<file path="src/rtl/dff_bank_arbiter_pkg.sv">
// Shared types and defaults for the shared-register
// round-robin write controller.
package dff_ctrl_pkg;

  localparam int DEF_NUM_REQ = 4;
  localparam int DEF_WIDTH   = 8;
  localparam int DEF_CNT_W   = 8;

  typedef enum logic [1:0] {
    IDLE  = 2'd0,
    WRITE = 2'd1,
    CHECK = 2'd2
  } state_t;

endpackage

</file>
<file path="src/rtl/dff_bank_arbiter_if.sv">
// Requester handshake and shared-register bus
// between the controller and its environment.
interface dff_bank_arbiter_if
  import dff_ctrl_pkg::*;
#(
  parameter int NUM_REQ = DEF_NUM_REQ,
  parameter int WIDTH   = DEF_WIDTH
);

  logic [NUM_REQ-1:0]       req_valid;
  logic [NUM_REQ*WIDTH-1:0] req_data;
  logic [NUM_REQ-1:0]       req_ready;
  logic                     reg_en;
  logic [WIDTH-1:0]         reg_d;
  logic [WIDTH-1:0]         reg_q;

  modport master (
    output req_valid,
    output req_data,
    output reg_q,
    input  req_ready,
    input  reg_en,
    input  reg_d
  );

  modport slave (
    input  req_valid,
    input  req_data,
    input  reg_q,
    output req_ready,
    output reg_en,
    output reg_d
  );

endinterface

</file>
<file path="src/rtl/dff_bank_arbiter_rr.sv">
// Combinational round-robin pick: first request
// at or above ptr, wrapping modulo N.
module rr_arbiter
  import dff_ctrl_pkg::*;
#(
  parameter  int N  = DEF_NUM_REQ,
  localparam int IW = $clog2(N)
) (
  input  logic [N-1:0]  req,
  input  logic [IW-1:0] ptr,
  output logic [N-1:0]  gnt,
  output logic [IW-1:0] idx,
  output logic          any
);

  logic [IW-1:0] cand;

  // N is a power of two, so IW-bit addition wraps
  always_comb begin
    gnt  = '0;
    idx  = '0;
    any  = 1'b0;
    cand = '0;
    for (int k = 0; k < N; k++) begin
      cand = ptr + IW'(k);
      if (!any && req[cand]) begin
        any = 1'b1;
        idx = cand;
      end
    end
    gnt[idx] = any;
  end

endmodule

</file>
<file path="src/rtl/dff_bank_arbiter.sv">
// Round-robin writer for one shared DFF register
// with readback compare and saturating error count.
module dff_bank_arbiter
  import dff_ctrl_pkg::*;
#(
  parameter  int NUM_REQ = DEF_NUM_REQ,
  parameter  int WIDTH   = DEF_WIDTH,
  parameter  int CNT_W   = DEF_CNT_W,
  localparam int IW      = $clog2(NUM_REQ)
) (
  input  logic               clk,
  input  logic               rst,
  dff_bank_arbiter_if.slave  bus,
  output logic               busy,
  output logic [IW-1:0]      grant_id,
  output logic               mismatch,
  output logic [CNT_W-1:0]   err_cnt
);

  state_t               state;
  state_t               state_n;
  logic [IW-1:0]        ptr;
  logic [WIDTH-1:0]     data_q;
  logic [WIDTH-1:0]     sel_data;
  logic [NUM_REQ-1:0]   gnt;
  logic [IW-1:0]        win;
  logic                 any;

  rr_arbiter #(
    .N(NUM_REQ)
  ) u_rr (
    .req(bus.req_valid),
    .ptr(ptr),
    .gnt(gnt),
    .idx(win),
    .any(any)
  );

  // one-hot AND-OR select of the winner's slice
  always_comb begin
    sel_data = '0;
    for (int i = 0; i < NUM_REQ; i++) begin
      if (gnt[i]) begin
        sel_data = sel_data
          | bus.req_data[i*WIDTH +: WIDTH];
      end
    end
  end

  always_comb begin
    state_n       = state;
    bus.reg_en    = 1'b0;
    bus.req_ready = '0;
    mismatch      = 1'b0;
    unique case (state)
      IDLE: begin
        if (any) state_n = WRITE;
      end
      WRITE: begin
        bus.reg_en = 1'b1;
        state_n    = CHECK;
      end
      CHECK: begin
        bus.req_ready[grant_id] = 1'b1;
        mismatch = (bus.reg_q != data_q);
        state_n  = IDLE;
      end
      default: state_n = IDLE;
    endcase
  end

  assign bus.reg_d = data_q;
  assign busy      = (state != IDLE);

  always_ff @(posedge clk) begin
    if (!rst) state <= IDLE;
    else      state <= state_n;
  end

  always_ff @(posedge clk) begin
    if (!rst) begin
      ptr      <= '0;
      grant_id <= '0;
      data_q   <= '0;
      err_cnt  <= '0;
    end else begin
      if (state == IDLE && any) begin
        grant_id <= win;
        data_q   <= sel_data;
        ptr      <= win + 1'b1;
      end
      if (mismatch && err_cnt != '1) begin
        err_cnt <= err_cnt + 1'b1;
      end
    end
  end

endmodule

</file>
<file path="src/flat_wrapper.sv">
// flat-port wrapper written by rule: the top's interface ports become plain ports
module dff_bank_arbiter_flat import dff_ctrl_pkg::*;
#(
  parameter  int NUM_REQ = DEF_NUM_REQ,
  parameter  int WIDTH   = DEF_WIDTH,
  parameter  int CNT_W   = DEF_CNT_W,
  localparam int IW      = $clog2(NUM_REQ)
)
  (clk, rst, busy, grant_id, mismatch, err_cnt, bus_req_valid, bus_req_data, bus_reg_q, bus_req_ready, bus_reg_en, bus_reg_d);
  dff_bank_arbiter_if #(.NUM_REQ(NUM_REQ), .WIDTH(WIDTH)) bus_i ();
  input  logic clk;
  input  logic rst;
  output logic busy;
  output logic [IW-1:0] grant_id;
  output logic mismatch;
  output logic [CNT_W-1:0] err_cnt;
  input wire logic [$bits(bus_i.req_valid)-1:0] bus_req_valid;
  input wire logic [$bits(bus_i.req_data)-1:0] bus_req_data;
  input wire logic [$bits(bus_i.reg_q)-1:0] bus_reg_q;
  output wire logic [$bits(bus_i.req_ready)-1:0] bus_req_ready;
  output wire logic [$bits(bus_i.reg_en)-1:0] bus_reg_en;
  output wire logic [$bits(bus_i.reg_d)-1:0] bus_reg_d;
  assign bus_i.req_valid = bus_req_valid;
  assign bus_i.req_data = bus_req_data;
  assign bus_i.reg_q = bus_reg_q;
  assign bus_req_ready = bus_i.req_ready;
  assign bus_reg_en = bus_i.reg_en;
  assign bus_reg_d = bus_i.reg_d;
  dff_bank_arbiter #(.NUM_REQ(NUM_REQ), .WIDTH(WIDTH), .CNT_W(CNT_W)) u_core (.clk(clk), .rst(rst), .bus(bus_i), .busy(busy), .grant_id(grant_id), .mismatch(mismatch), .err_cnt(err_cnt));
endmodule
</file>
<file path="config.mk">
export PLATFORM = sky130hd
export DESIGN_NAME = dff_bank_arbiter_flat
export DESIGN_NICKNAME = d
export VERILOG_FILES = /design/src/rtl/dff_bank_arbiter_pkg.sv /design/src/rtl/dff_bank_arbiter_if.sv /design/src/rtl/dff_bank_arbiter_rr.sv /design/src/rtl/dff_bank_arbiter.sv /design/src/flat_wrapper.sv
export SDC_FILE = /design/constraint.sdc
export NUM_CORES = 1
export LEC_CHECK = 0
export CAP_MARGIN = 40
export CORE_MARGIN = 4
export CORE_UTILIZATION = 41
export CTS_BUF_LIST = sky130_fd_sc_hd__clkbuf_4
export DETAILED_ROUTE_END_ITERATION = 8
export PLACE_DENSITY = 0.9
export SLEW_MARGIN = 20
export SYNTH_ARGS = -nofsm -noshare
export SYNTH_HDL_FRONTEND = slang
export SYNTH_HIERARCHICAL = 1
export SYNTH_SLANG_ARGS = --single-unit
</file>
<file path="constraint.sdc">
create_clock -name clk -period 2.05 [get_ports clk]
set_input_delay 0.205 -clock clk [delete_from_list [all_inputs] [get_ports clk]]
set_output_delay 0.205 -clock clk [all_outputs]
set_load 0.05 [all_outputs]
</file>
## Word-level counts from Yosys, hierarchy flattened

Index checks and enable logic that the tools add are counted.

- Flip-flop bits (word level): 22
- Output and inout bits: 25
- Word-level logic and storage cells: 68

- Add/sub/neg operators: 5
- Magnitude comparators: 8
- Bitwise gates (word level): 4
- Equality and inequality tests: 5
- Mux-type cells: 29
- Reductions and logical operators: 12

Operators by type and width:

| kind | count |
|---|---|
| $mux W8 | 4 |
| $or A8 B8 Y8 | 3 |
| $lt A2 B3 Y1 const B | 6 |
| $mux W1 | 12 |
| $mux W2 | 5 |
| $add A8 B1 Y8 const B | 1 |
| $bmux W1 S2 | 4 |
| $ne A8 B8 Y1 | 1 |
| $ne A8 B8 Y1 const B | 1 |
| $logic_and A1 B1 Y1 | 7 |
| $add A2 B1 Y2 const B | 2 |
| $add A2 B2 Y2 const B | 2 |
| $and A4 B4 Y4 | 1 |
| $demux W1 S2 | 2 |
| $ge A2 B1 Y1 const B | 2 |
| $mux W4 | 1 |
| $pmux W2 S2 | 1 |
| $logic_not A1 Y1 | 3 |
| $eq A2 B1 Y1 const B | 1 |
| $eq A2 B2 Y1 const B | 1 |
| $logic_not A2 Y1 | 1 |
| $ne A2 B1 Y1 const B | 1 |
| $reduce_bool A2 Y1 | 1 |

## Longest topological paths before layout

Gate-level depths: netlist of the first run.

- Depth in word-level cells: 24
- Depth in mapped cells: 8

## By module

Netlist of the first run, hierarchy kept.

Modules (own cells, without submodules):

| module | seq. area each (sq um) | area an instance (sq um) | cells an instance | instances |
|---|---|---|---|---|
| dff_bank_arbiter | 440.4 | 1167.4 | 139 | 1 |
| rr_arbiter | 0.0 | 182.7 | 32 | 1 |

## Worst setup path after synthesis of the first run

Ideal clock, no wire load.

- Path kind: flip-flop to output port
- Start: register u_core.grant_id[0]
- End: output port bus_req_ready[1]
- Cell stages (with the launch flop): 2
- Path slack: -0.055 ns
- Required time: 1.845 ns
- Arrival time: 1.900 ns
- Path buffers: 0
- Cells stage by stage: dfxtp_1 > nor3b_1

- Word-level cells in the longest chain between the ends: 5
- Elaborated cells between the ends (all ways): 6
- Those cells by class: order compare: 2; mux: 3; reduce/logical: 1

Ends and longest elaborated chain:

| element | RTL line | source |
|---|---|---|
| from (decl) | dff_bank_arbiter.sv:15 | `output logic [IW-1:0] grant_id,` |
| from (signal assigned) | dff_bank_arbiter.sv:88 | `grant_id <= win;` |
| $lt A2 B3 Y1 (not written as such) or $ge A2 B1 Y1 (tied branches) | dff_bank_arbiter.sv:64 | `bus.req_ready[grant_id] = 1'b1;` |
| $logic_and A1 B1 Y1 (not written as such) | dff_bank_arbiter.sv:64 |  |
| $mux W1 (not written as such) | dff_bank_arbiter.sv:64 |  |
| $demux W1 S2 * | - |  |
| $mux W4 * | dff_bank_arbiter.sv:55 | `unique case (state)` |
| to (decl) | flat_wrapper.sv:20 | `output wire logic [$bits(bus_i.req_ready)-1:0] bus_req_ready;` |

Mark *: on every way between the ends. The rest lies on a longest branch, timed or not.

## Worst setup path after layout of the first run

- Start: register u_core.grant_id[0]
- End: output port bus_req_ready[3]

Same word-level chain as after synthesis.

==> results of run 1 <==
-- stage by stage --
stage | instance area [um^2] | setup TNS (ns) | instances
global route | 2140 | 0 | 285
global placement | 2100 | 0 | 280
detailed placement | 2100 | 0 | 281
finish | 2140 | 0 | 285
floorplan | 1350 | -0.109 | 171
CTS | 2130 | 0 | 285
-- power groups by stage --
stage / clock network (mW) / registers (mW) / logic [mW]
2_1_floorplan: 0 / 0.617 / 0.249
3_3_place_gp: 0 / 0.528 / 0.552
3_5_place_dp: 0 / 0.528 / 0.562
4_1_cts: 0.207 / 0.519 / 0.564
5_1_grt: 0.221 / 0.528 / 0.612
6_report: 0.200 / 0.519 / 0.572
-- metal layers --
metal	GRT usage, %	part of all wire, %	vias up
li1	-	-	763
met1	23.1	41	674
met2	33.1	48	75
met3	5.64	8.6	11
met4	6.74	2.5	0
met5	0	0	-
-- worst min-delay path: cells and delay by family (launching register included) --
kind / cells / cell delay [ns]
multiplexers: 1 / 0.05
AND/OR/NAND/NOR: 1 / 0.07
flip-flops: 1 / 0.36
-- worst paths after layout --
check,start,end,slack [ns],cells past startpoint
worst min-delay path,u_core/err_cnt[1],u_core/err_cnt[1],0.51,2
worst max register to register,u_core/ptr[0],u_core/bus.reg_d[7],0.25,6
worst max-delay path,u_core/grant_id[0],bus_req_ready[3],0.12,2
worst min register to register,u_core/err_cnt[1],u_core/err_cnt[1],0.51,2
-- cell type report --
type	instances	area (um^2)
clock inverters	1	3.75
repair buffers	77	753
flip-flops and latches	22	440
clock buffers	3	22.5
well taps	44	55.1
multi-input cells	131	841
inverters	7	26.3
fillers	272	961
-- cell usage after synthesis, types with 2 or more instances --
| master | count | area, um^2 |
|---|---|---|
| and4b_1 | 3 | 30.0 |
| a21oi_1 | 19 | 95.1 |
| mux2i_1 | 5 | 50.1 |
| xor2_1 | 8 | 70.1 |
| clkbuf_1 | 4 | 15.0 |
| buf_1 | 4 | 15.0 |
| nor2_1 | 12 | 45.0 |
| a211oi_1 | 2 | 15.0 |
| nor3b_1 | 3 | 22.5 |
| o21ai_0 | 10 | 50.1 |
| nor4_1 | 2 | 12.5 |
| and2_1 | 2 | 12.5 |
| nor3_1 | 6 | 30.0 |
| nand2_1 | 16 | 60.1 |
| nor2b_1 | 2 | 12.5 |
| and3_1 | 3 | 18.8 |
| inv_1 | 7 | 26.3 |
| a221oi_1 | 9 | 78.8 |
| dfxtp_1 | 22 | 440 |
| nand3_1 | 2 | 10.0 |
| a22oi_1 | 8 | 60.1 |
| nand2b_1 | 7 | 43.8 |
-- placed cells by master, fill, tap and decap left out, types with 2 or more instances in the layout --
cell / n
dfxtp_1: 22
clkbuf_4: 3
nand2_1: 16
xor2_1: 8
a211oi_2: 2
a22oi_1: 8
nand3_1: 2
nor2b_1: 2
mux2i_1: 5
buf_4: 9
o21ai_0: 10
nor2_1: 12
nand2b_1: 7
nor3_1: 6
and3_1: 3
a221oi_1: 9
and2_1: 2
inv_1: 7
and4b_1: 3
clkdlybuf4s50_1: 66
nor3b_1: 3
a21oi_1: 19
-- cells by family after synthesis --
group                      share of synthesized area, %
buffers and inverters                              5.93
muxes                                              3.71
and+or+nand+nor                                    24.9
DFF                                                32.6
AOI/OAI and AO/OA                                  26.0
adders and majority gates                         0.927
xor gates and xnor gates                           5.84
-- sequential cells by signal, summed over array words and instances (netlist names) --
register	flops
u_core/ptr	2
u_core/state	2
u_core/grant_id	2
u_core/err_cnt	8
u_core/bus.reg_d	8
==> flow_summary.toml, run 1 <==
[power_and_ir_drop]
p_sw_share_pct = 38.7
finalPower_mw = 1.29
p_switching_mw = 0.499
ir_drop_mv = 0.381
power_density_mw_per_mm2 = 603
power.internal_mw = 0.792
p_leak_nw = 0.812
pwr-share-clk_pct = 15.5
power_frac_comb_pct = 44.3
seqPwrFrac_pct = 40.2

[synth]
syn_area_mm2 = 0.00135
yosys_register_bits = 22
syn_nets = 218
ys_seq_area_share_pct = 32.6
yosys_warnings = 6
avgSynthCellArea_um2 = 7.90
synth_cells = 171
synth_flop_cell = "dfxtp_1"
async_flop_share_pct = 0
synth_enable_flop_cells = 0
synthDistinctLibCells = 37

[grt]
grt_pass1_wl_mm = 6.47
track_usage_pct = 19.4
antenna_found_initial = 0
grt_overflow_total = 0
grt_pass1_vias = 1418
grt_max_degree = 14

[cts]
tritoncts = "done"
cts_sinks = 22
clk_latency_ns = 0.31
hold_buffers = 0
cts_buffer_depth = 2
ctsResizeCount = 0
cts_buffers = 3
cts_root_buf = "clkbuf_4"
clkTransAtPathRegs_ns = 0.12
h-tree-depth = 1
post-cts-setup-buffer-count = 0

[drt]
drt_first_pass_iters = 4
wl_per_cell_um = 14.3
drc = 0
drtIter0Drc = 58
vias_per_cell = 5.34
routed_wirelength_mm = 4.08
vias = 1523
ant_nets = 0

[setup_path]
critPathArrivalTime_ns = 1.73
max_stage_delay_ns = 0.80
critical_path.top_delay_family = "buffers and inverters"
path_cells = "and4b_1 > clkdlybuf4s50_1"
crit_slowest_cell = "clkdlybuf4s50_1"
cp_num_buf_inv = 1
startpoint_type = "flip-flop"
crit_type = "flip-flop to primary output"
crit_path_end_kind = "primary output"
crit_required_ns = 1.85
cp_max_fo = 6

[sta]
tightest_slew_ns = 0.658
fmax_mhz = 518
rsz0062_at_grt = "false"
min_period_ns = 1.93
hold_slack_ns = 0.512
hold_viol = 0
slew_headroom_pct = 56.1
layout_setup_ws_ns = 0.120
fin_crit_sh_pct = 94.2
drv_slew = 0
setup_viol = 0
skew_ns = 0.0123

[place]
numPortBuffers = 70
place_hpwl_mm = 3.24
place_congestion = 0.824
pre_cts_ws_ns = 0.0183

[cells_and_area]
final_util_pct = 69.0
drive_above_1_share_pct = 8.71
diodes = 0
syn_to_final_growth_pct = 58.7
fin_nets = 289

[min_path]
hold_class = "flip-flop to flip-flop"

[status]
outcome = "finished clean"

[die]
start_util_pct = 43.5
rows = 20
die_x_um = 65.4
core_mm2 = 0.00310
die_area_mm2 = 0.00427
boundaryPins = 71
dieHeight_um = 65.4

[run]
cap_violations = 0
Note: power is estimated with default switching activity, not from simulation.
==> run 2: changes to the inputs <==
--- a/config.mk
+++ b/config.mk
@@ -11,6 +11,8 @@
 export CTS_BUF_LIST = sky130_fd_sc_hd__clkbuf_4
 export DETAILED_ROUTE_END_ITERATION = 8
 export PLACE_DENSITY = 0.9
+export RECOVER_POWER = 25
+export SETUP_SLACK_MARGIN = 0.3
 export SLEW_MARGIN = 20
 export SYNTH_ARGS = -nofsm -noshare
 export SYNTH_HDL_FRONTEND = slang
==> run 2 against run 1 <==
  * Total power is 12% higher
  * Non-clock buffer count is 3 higher
  * Hold slack lost 0.012 ns
  * Via count rose by 3.2%
  * Clock power grew 72%
  * Register-to-register slack improved by 0.14 ns
  * Design area up 2.3%
  * Critical path type unchanged
  * Highest routed layer unchanged
==> flow_summary.toml, run 2 (same netlist as run 1, synthesis figures left out) <==
[status]
outcome = "finished clean"

[cts]
tritoncts = "done"
clkTransAtPathRegs_ns = 0.14
clk_latency_ns = 0.32
cts_buffers = 3
h-tree-depth = 1
hold_buffers = 0
cts_sinks = 22
cts_buffer_depth = 2
cts_root_buf = "clkbuf_4"

[place]
place_hpwl_mm = 3.21
numPortBuffers = 70
place_area_mm2 = 0.00211
place_congestion = 0.865
pre_cts_ws_ns = 0.0597

[drt]
vias_per_cell = 5.46
drtIter0Drc = 71
drc = 0
drt_first_pass_iters = 4
ant_nets = 0
routed_wirelength_mm = 4.37
wl_per_cell_um = 15.2
vias = 1572

[power_and_ir_drop]
p_leak_nw = 0.889
ir_drop_mv = 0.459
finalPower_mw = 1.45
power_density_mw_per_mm2 = 660

[setup_path]
r2r_cells = 7
max_stage_delay_ns = 0.37
cp_max_fo = 3
startpoint_type = "flip-flop"
crit_slowest_cell = "dfxtp_2"
critical_path.top_delay_family = "flip-flops"
path_cells = "xor2_2 > nor4_2 > a21oi_2 > buf_6 > buf_12"
crit_type = "flip-flop to primary output"
critPathArrivalTime_ns = 1.57
crit_path_end_kind = "primary output"
crit_required_ns = 1.85
reg2reg_slack_ns = 0.39
reg2reg_from = "u_core/bus.reg_d[3]"
rr_endpoint = "u_core/err_cnt[5]"
cp_num_buf_inv = 2

[min_path]
worstHoldPathCells = 5
hold-path-endpoint = "u_core/grant_id[1]"
hp-start = "bus_req_valid[2]"
hold_class = "input pin to flip-flop"

[sta]
min_period_ns = 1.77
fmax_mhz = 565
drv_slew = 0
fin_crit_sh_pct = 86.4
tightest_slew_ns = 0.617
skew_ns = 0.0134
hold_slack_ns = 0.500
slew_headroom_pct = 59.0
hold_viol = 0
rsz0062_at_grt = "true"
layout_setup_ws_ns = 0.279
setup_viol = 0

[cells_and_area]
diodes = 0
layout_commonest_cell = "clkdlybuf4s50_1"
final_util_pct = 70.6
final_area_mm2 = 0.00219
fin_nets = 292
regArea_um2 = 452
fill_cells = 264
layout_common_cells = "clkdlybuf4s50_1 (48), a21oi_1 (18), nand2_1 (16)"
multi_input_area_um2 = 870
drive_above_1_share_pct = 15.6
syn_to_final_growth_pct = 62.3

[grt]
grt_pass1_vias = 1497
grt_pass1_wl_mm = 6.76
grt_max_degree = 15
grt_overflow_total = 0
antenna_found_initial = 0
track_usage_pct = 20.1

[die]
dieHeight_um = 65.4
start_util_pct = 43.5
core_mm2 = 0.00310
die_x_um = 65.4
die_area_mm2 = 0.00427
boundaryPins = 71
rows = 20

[run]
cap_violations = 0
[run 2: cell count changes in the layout (fill, tap and decap cells not counted), moves of 6 or more]
cell and delta:
clkdlybuf4s50_1 -18, dlygate4sd2_1 +11, dfxtp_2 +9, clkbuf_1 +6, dfxtp_1 -9
[run 2: worst max path at each step]
stage	slack, ns	startpoint	to	depth (start not counted)
6_report	0.28	u_core/bus.reg_d[4]	mismatch	5
5_1_grt	0.11	bus_req_valid[1]	u_core/bus.reg_d[6]	7
4_1_cts	0.26	u_core/bus.reg_d[7]	mismatch	5
3_5_place_dp	0.06	bus_req_valid[2]	u_core/bus.reg_d[4]	6
3_3_place_gp	0.03	bus_req_valid[3]	u_core/bus.reg_d[2]	5
2_1_floorplan	-0.06	u_core/grant_id[0]	bus_req_ready[1]	1
[run 2: what timing repair did]
item | 4_1_cts | 5_1_grt
pin swaps | 3 | 3
buffers inserted | 2 | 1
resized for setup | 16 | 13
setup endpoints to repair | 14 | 14
[run 2: tightest hold or removal path: cells and delay by family]
kind | cells | cell delay (ns)
AO/OA/AOI/OAI | 3 | 0.29
buffers and inverters | 1 | 0.21
AND/OR/NAND/NOR | 1 | 0.07
[run 2: cell type report]
cell class	count	area share, %
Clock inverter	1	1.37
Tap cell	44	2.51
Clock buffer	3	1.03
Timing Repair Buffer	80	33.6
Multi-Input combinational cell	131	39.7
Sequential cell	22	20.6
Inverter	7	1.20
[run 2: power by group]
group | internal (mW) | switching [mW] | leakage [nW] | total, mW
combinational | 0.244 | 0.339 | 0.678 | 0.583
clock | 0.198 | 0.146 | 0.0279 | 0.344
sequential | 0.475 | 0.0436 | 0.183 | 0.519
[run 2: metal layers]
layer  global-route usage [%]  share of wire (%)
met2                     34.5                 50
met5                        0                  0
met3                     4.79                7.9
met4                     7.51                1.6
met1                     24.2                 40
[run 2: per-stage QoR]
step,cells,setup TNS (ns)
after floorplan,171,-0.109
after global placement,280,0
after detailed placement,281,0
after CTS,287,0
after global routing,288,0
final,288,0
==> edit 1, RTL diff (settings of run 2) <==
Register the output `err_cnt` once more, with the module's reset; this adds one clock of latency there. The other outputs are not delayed to match.
--- a/src/rtl/dff_bank_arbiter.sv
+++ b/src/rtl/dff_bank_arbiter.sv
@@ -16,6 +16,8 @@
   output logic               mismatch,
   output logic [CNT_W-1:0]   err_cnt
 );
+
+  logic [CNT_W-1:0] err_cnt_s0;
 
   state_t               state;
   state_t               state_n;
@@ -82,16 +84,24 @@
       ptr      <= '0;
       grant_id <= '0;
       data_q   <= '0;
-      err_cnt  <= '0;
+      err_cnt_s0 <= '0;
     end else begin
       if (state == IDLE && any) begin
         grant_id <= win;
         data_q   <= sel_data;
         ptr      <= win + 1'b1;
       end
-      if (mismatch && err_cnt != '1) begin
-        err_cnt <= err_cnt + 1'b1;
+      if (mismatch && err_cnt_s0 != '1) begin
+        err_cnt_s0 <= err_cnt_s0 + 1'b1;
       end
+    end
+  end
+
+  always_ff @(posedge clk) begin
+    if (!rst) begin
+      err_cnt <= '0;
+    end else begin
+      err_cnt <= err_cnt_s0;
     end
   end
 
Function: changed (Yosys sat finds a counterexample within 4 cycles, from zero or initial values and one cycle with rst low).
==> edit 1 against run 2 <==
  * Power increased by 17%
  * Count of clock-buffer cells in the layout increased by 2
  * Design area increased by 12%
  * Worst setup slack improved by 0.073 ns
  * Wire length decreased by 1.5%
  * Synthesized area increased by 17%
  * Sequential cell count increased by 8
  * Core utilization decreased by 3.9 points
  * Critical path type is now register to register
  * Largest power group is now registers
==> edit 1: results (changes against run 2) <==
GRT
  – First-pass GRT wire length: 7.017 mm (+3.9%)
  – Largest net degree at the start of global routing: 17 (+2)
  – Initial antenna violation count: 0 (unchanged)
  – All-Layer GR Usage: 17.70% (-2.4 points)

STA
  – Actual slew at the worst max-slew pin: 0.6018 ns (-0.01537 ns)
  – Max-slew violations: 0 (unchanged)
  – Final setup vio count: 0 (unchanged)
  – Setup Skew: 0.01537 ns (+0.001975 ns)

Place
  – DP HPWL: 3.336 mm (+4.0%)
  – PortBufs: 70 (unchanged)
  – Pre-CTS WS: 0.02783 ns (-0.03186 ns)
  – GPL Wtd Cong: 0.8957 (+3.5%)

Critical path
  – Crit-path max cell delay: 0.49 ns (+0.12 ns)
  – Arrival time at the worst endpoint: 1.96 ns (+0.39 ns)
  – Crit-path slowest cell: or4_1
  – CP max FO: 5 (+2)
  – CP top delay family: simple AND/OR/NAND/NOR gates

Synth
  – Register area share after synthesis: 37.94% (+5.3 points)
  – Post-synthesis cell type count: 47 (+27%)
  – Synth Flop Type: dfxtp_1
  – Synth top cells by count: dfxtp_1, a22oi_1, o21ai_1
  – Ys async rst share: 0% (unchanged)
  – Synth area leaders: dfxtp_1, a22oi_1, xnor2_1
  – Synth warn: 6 (unchanged)
  – Synthesized Nets: 226 (+3.7%)

Final layout
  – Share of post-route cells with drive strength above 1: 19.46% (+3.9 points)
  – Fin nets: 304 (+4.1%)
  – Antenna diodes: 0 (unchanged)

Clock tree
  – Num CTS Buffers: 5 (+2)
  – CTS max path bufs: 2 (unchanged)
  – Root buf cell: clkbuf_4
  – Clk_lat worst skew: between 0.3 and 0.4 ns
  – Clk slew on worst S/H paths: 0.10 ns (-0.04 ns)
  – H-tree levels: 2 (+1)

Routing
  – Via count: 1,586 (+0.89%)
  – DRC Markers: 0 (unchanged)
  – First-pass iteration count of the detailed router: 4 (unchanged)
  – Routed WL: 4.310 mm (-1.5%)
  – Iter 0 DRT Violations: 96 (+35%)

Min path
  – Hold Path Class: register to register

Status
  – Status: complete, no violations

Pwr
  – Leak pwr: 0.9695 nW (+9.0%)
  – Peak VDD IR: 0.3471 mV (-24%)

Flow run
  – Max-cap violations: 0 (unchanged)
-- edit 1: repair_timing --
action,CTS,global route
resized for setup,13,12
setup endpoints to repair,17,17
setup buffers,2,0
hold buffers,0,0
pin swaps,0,3
-- edit 1: worst register-to-register path, stage by stage (launching register included) --
cell and delay (ns):
dfxtp_4 0.37, ha_1 0.22, nand3_2 0.11, or3_4 0.16, nand4_4 0.13, or4_1 0.49, a21boi_1 0.15
-- edit 1: report_power, final --
part           total (mW)  switching (mW)  internal (mW)  leakage [nW]
clock network       0.446           0.200          0.246        0.0387
logic               0.563           0.313          0.250         0.682
registers           0.686          0.0572          0.629         0.249
total                1.69           0.570           1.12         0.970
-- edit 1: kinds of logic after synthesis --
logic type      Yosys count  share of synthesized area, %
mux                       6                         4.506
fa+ha+maj                 1                        0.7904
simple gates             57                         21.98
compound gates           57                         24.19
buf+inv                  19                         5.612
xor+xnor                  9                         4.981
flops                    30                         37.94
-- edit 1: final cells by class --
cell class	count	area, um^2
Timing Repair Buffer	83	752.0
Fill cell	324	1229
Clock buffer	5	37.54
Clock inverter	2	33.78
Tap cell	48	60.06
Inverter	7	26.28
Sequential cell	30	616.8
Multi-Input combinational cell	130	933.4
-- edit 1: stage by stage --
| stage | cell area [um^2] | cells | utilization [%] | hold slack, ns |
|---|---|---|---|---|
| after floorplan | 1600 | 179 | - | 0.3477 |
| after global placement | 2366 | 295 | 64.15 | 0.4748 |
| after detailed placement | 2371 | 296 | 64.28 | 0.4928 |
| after CTS | 2464 | 305 | 66.79 | 0.4933 |
| after global routing | 2460 | 305 | 66.69 | 0.5333 |
| final | 2460 | 305 | 66.69 | 0.5102 |
-- edit 1: worst paths after layout --
| check | cells after the start | slack (ns) | start | endpoint |
|---|---|---|---|---|
| worst min register to register | 2 | 0.51 | u_core/err_cnt_s0[1] | u_core/err_cnt[1] |
| worst max register to register | 6 | 0.35 | u_core/err_cnt_s0[0] | u_core/err_cnt_s0[7] |
| worst max-delay path | 6 | 0.35 | u_core/err_cnt_s0[0] | u_core/err_cnt_s0[7] |
| worst min-delay path | 2 | 0.51 | u_core/err_cnt_s0[1] | u_core/err_cnt[1] |
-- edit 1: per-layer routing --
layer,track usage (%),part of all wire (%),vias to the layer above
li1,-,-,799
met1,19.08,40,722
met2,31.27,51,58
met3,5.468,6.9,7
met4,8.298,2.0,0
met5,0,0,-
==> edit 2, RTL diff (settings of run 2) <==
Without the edit above. `DEF_CNT_W`: 8 -> 6.
--- a/src/rtl/dff_bank_arbiter_pkg.sv
+++ b/src/rtl/dff_bank_arbiter_pkg.sv
@@ -4,7 +4,7 @@
 
   localparam int DEF_NUM_REQ = 4;
   localparam int DEF_WIDTH   = 8;
-  localparam int DEF_CNT_W   = 8;
+  localparam int DEF_CNT_W   = 6;
 
   typedef enum logic [1:0] {
     IDLE  = 2'd0,
Ports: changed (resized err_cnt); port bits go from 71 to 69. No check against the original RTL was run, so the function may have changed too.
==> edit 2 against run 2 <==
  * Core utilization down 0.89 points
  * Cell count fell by 12%
  * Register-to-register slack better by 0.06 ns
  * Count of clock-buffer cells in the layout is the same
  * Worst setup slack improved by 0.053 ns
  * Sequential cell count down 2
  * Clock power shrank 49%
  * Wire length down 6.9%
  * Design area shrank 11%
  * Synthesized area is 8.7% lower
  * Largest cell class unchanged
  * Power down 16%
  * Non-clock buffer count down 3
  * Global-route usage shrank 0.45 points
==> edit 2: results (changes against run 2) <==
Final layout
  – Seq/total area: 20.54% (-0.079 points)
  – FF+latch area: 401.6 um^2 (-11%)
  – Layout non-clock buf frac: 34.61% (+1.0 points)
  – Multi-input combinational area share: 40.18% (+0.49 points)
  – Inverters, non-clock: 8 (+1)
  – #MultiIn Comb: 114 (-13%)
  – Fin nets: 271 (-7.2%)
  – Clk tree area frac: 1.152% (-1.2 points)
  – Buffers, non-clock: 77 (-3.8%)
  – Share of post-route cells with drive strength above 1: 12.61% (-3.0 points)

Critical path
  – Worst R2R Start: u_core/ptr[0]
  – CP startpoint: u_core/bus.reg_d[2]
  – Reg-to-Reg End: u_core/bus.reg_d[3]
  – Reg2Reg Setup Slack: 0.45 ns (+0.06 ns)
  – Reg2Reg Depth: 5 (-2)
  – Crit-path slowest cell: dfxtp_1
  – Crit-path max cell delay: 0.35 ns (-0.02 ns)
  – Arrival time at the worst endpoint: 1.51 ns (-0.06 ns)
  – CP max FO: 6 (+3)

Place
  – DP HPWL: 3.214 mm (+0.20%)
  – Placed cells: 248 (-12%)
  – Placed Area: 0.001956 mm^2 (-7.5%)
  – GPL Wtd Cong: 0.8552 (-1.2%)
  – PortBufs: 68 (-2.9%)

GRT
  – All-Layer GR Usage: 19.68% (-0.45 points)
  – Total gr overflow: 0 (unchanged)
  – Vias in the first global route: 1,415 (-5.5%)

Synth
  – Mux cell area share after synthesis: 3.249% (-0.46 points)
  – XOR/XNOR Fraction of Synth Area: 6.396% (+0.56 points)
  – Mapped Avg Cell Area: 8.108 um^2 (+2.7%)
  – Synth top cells by count: dfxtp_1, a22oi_1, o21ai_0
  – Flip-flop and latch count after synthesis: 20 (-9.1%)
  – Post-synthesis cell type count: 40 (+8.1%)
  – Synthesized Nets: 199 (-8.7%)
  – Complex-gate fraction of the synthesized area: 31.47% (+5.4 points)
  – Register area share after synthesis: 32.49% (-0.14 points)
  – Synth Area in Adders: 1.015% (+0.088 points)

Routing
  – WL per Instance: 16.09 um (+5.9%)
  – Met3 wire length: 355 um (+2.3%)
  – Iter 0 DRT Violations: 120 (+69%)
  – Met2 wire length: 2.081 mm (-5.2%)
  – Vias per cell: 5.755 (+5.4%)
  – Routed WL: 4.071 mm (-6.9%)

Status
  – Status: complete, no violations

Floorplanning
  – Core area: 0.002805 mm^2 (-9.6%)

Pwr
  – Peak VDD IR: 0.3293 mV (-28%)

Clock tree
  – Clk_lat worst skew: 0.29 ns (-0.03 ns)
  – Clk slew on worst S/H paths: 0.11 ns (-0.03 ns)
==> edit 2: power breakdown <==
group	internal, mW	switching (mW)	total (mW)
clock	0.0681	0.109	0.177
sequential	0.431	0.0526	0.484
combinational	0.233	0.326	0.559
total	0.732	0.487	1.22
==> edit 2: worst min path at each step <==
| stage | slack, ns | to | depth (start not counted) | startpoint |
|---|---|---|---|---|
| after floorplan | 0.34 | u_core/bus.reg_d[3] | 2 | rst |
| after global placement | 0.47 | u_core/err_cnt[4] | 1 | u_core/err_cnt[4] |
| after detailed placement | 0.51 | u_core/err_cnt[4] | 1 | u_core/err_cnt[4] |
| after CTS | 0.53 | u_core/err_cnt[4] | 1 | u_core/err_cnt[4] |
| after global routing | 0.53 | u_core/state[0] | 5 | bus_req_valid[2] |
| final | 0.50 | u_core/state[0] | 5 | bus_req_valid[2] |
==> edit 2: layer usage <==
| layer | global-route usage (%) | up-vias |
|---|---|---|
| li1 | - | 705 |
| met1 | 20.09 | 646 |
| met2 | 37.28 | 97 |
| met3 | 5.036 | 8 |
| met4 | 8.540 | 0 |
| met5 | 0 | - |
==> edit 2: worst reg2reg max path: cells and delay by family (launching register included) <==
| family | cells | cell delay, ns |
|---|---|---|
| AOI/OAI and AO/OA | 4 | 0.86 |
| DFF | 1 | 0.46 |
| and+or+nand+nor | 1 | 0.20 |
==> edit 2: cells by family after synthesis <==
logic type                 count (synthesis)
DFF                                       20
AOI/OAI and AO/OA                         57
xor gates and xnor gates                   9
buffers and inverters                     18
muxes                                      4
and+or+nand+nor                           43
adders and majority gates                  1
==> edit 2: what timing repair did <==
action,CTS,global route
setup buffers,0,2
resized for setup,11,16
pin swaps,0,1
endpoints found under the setup margin,18,20
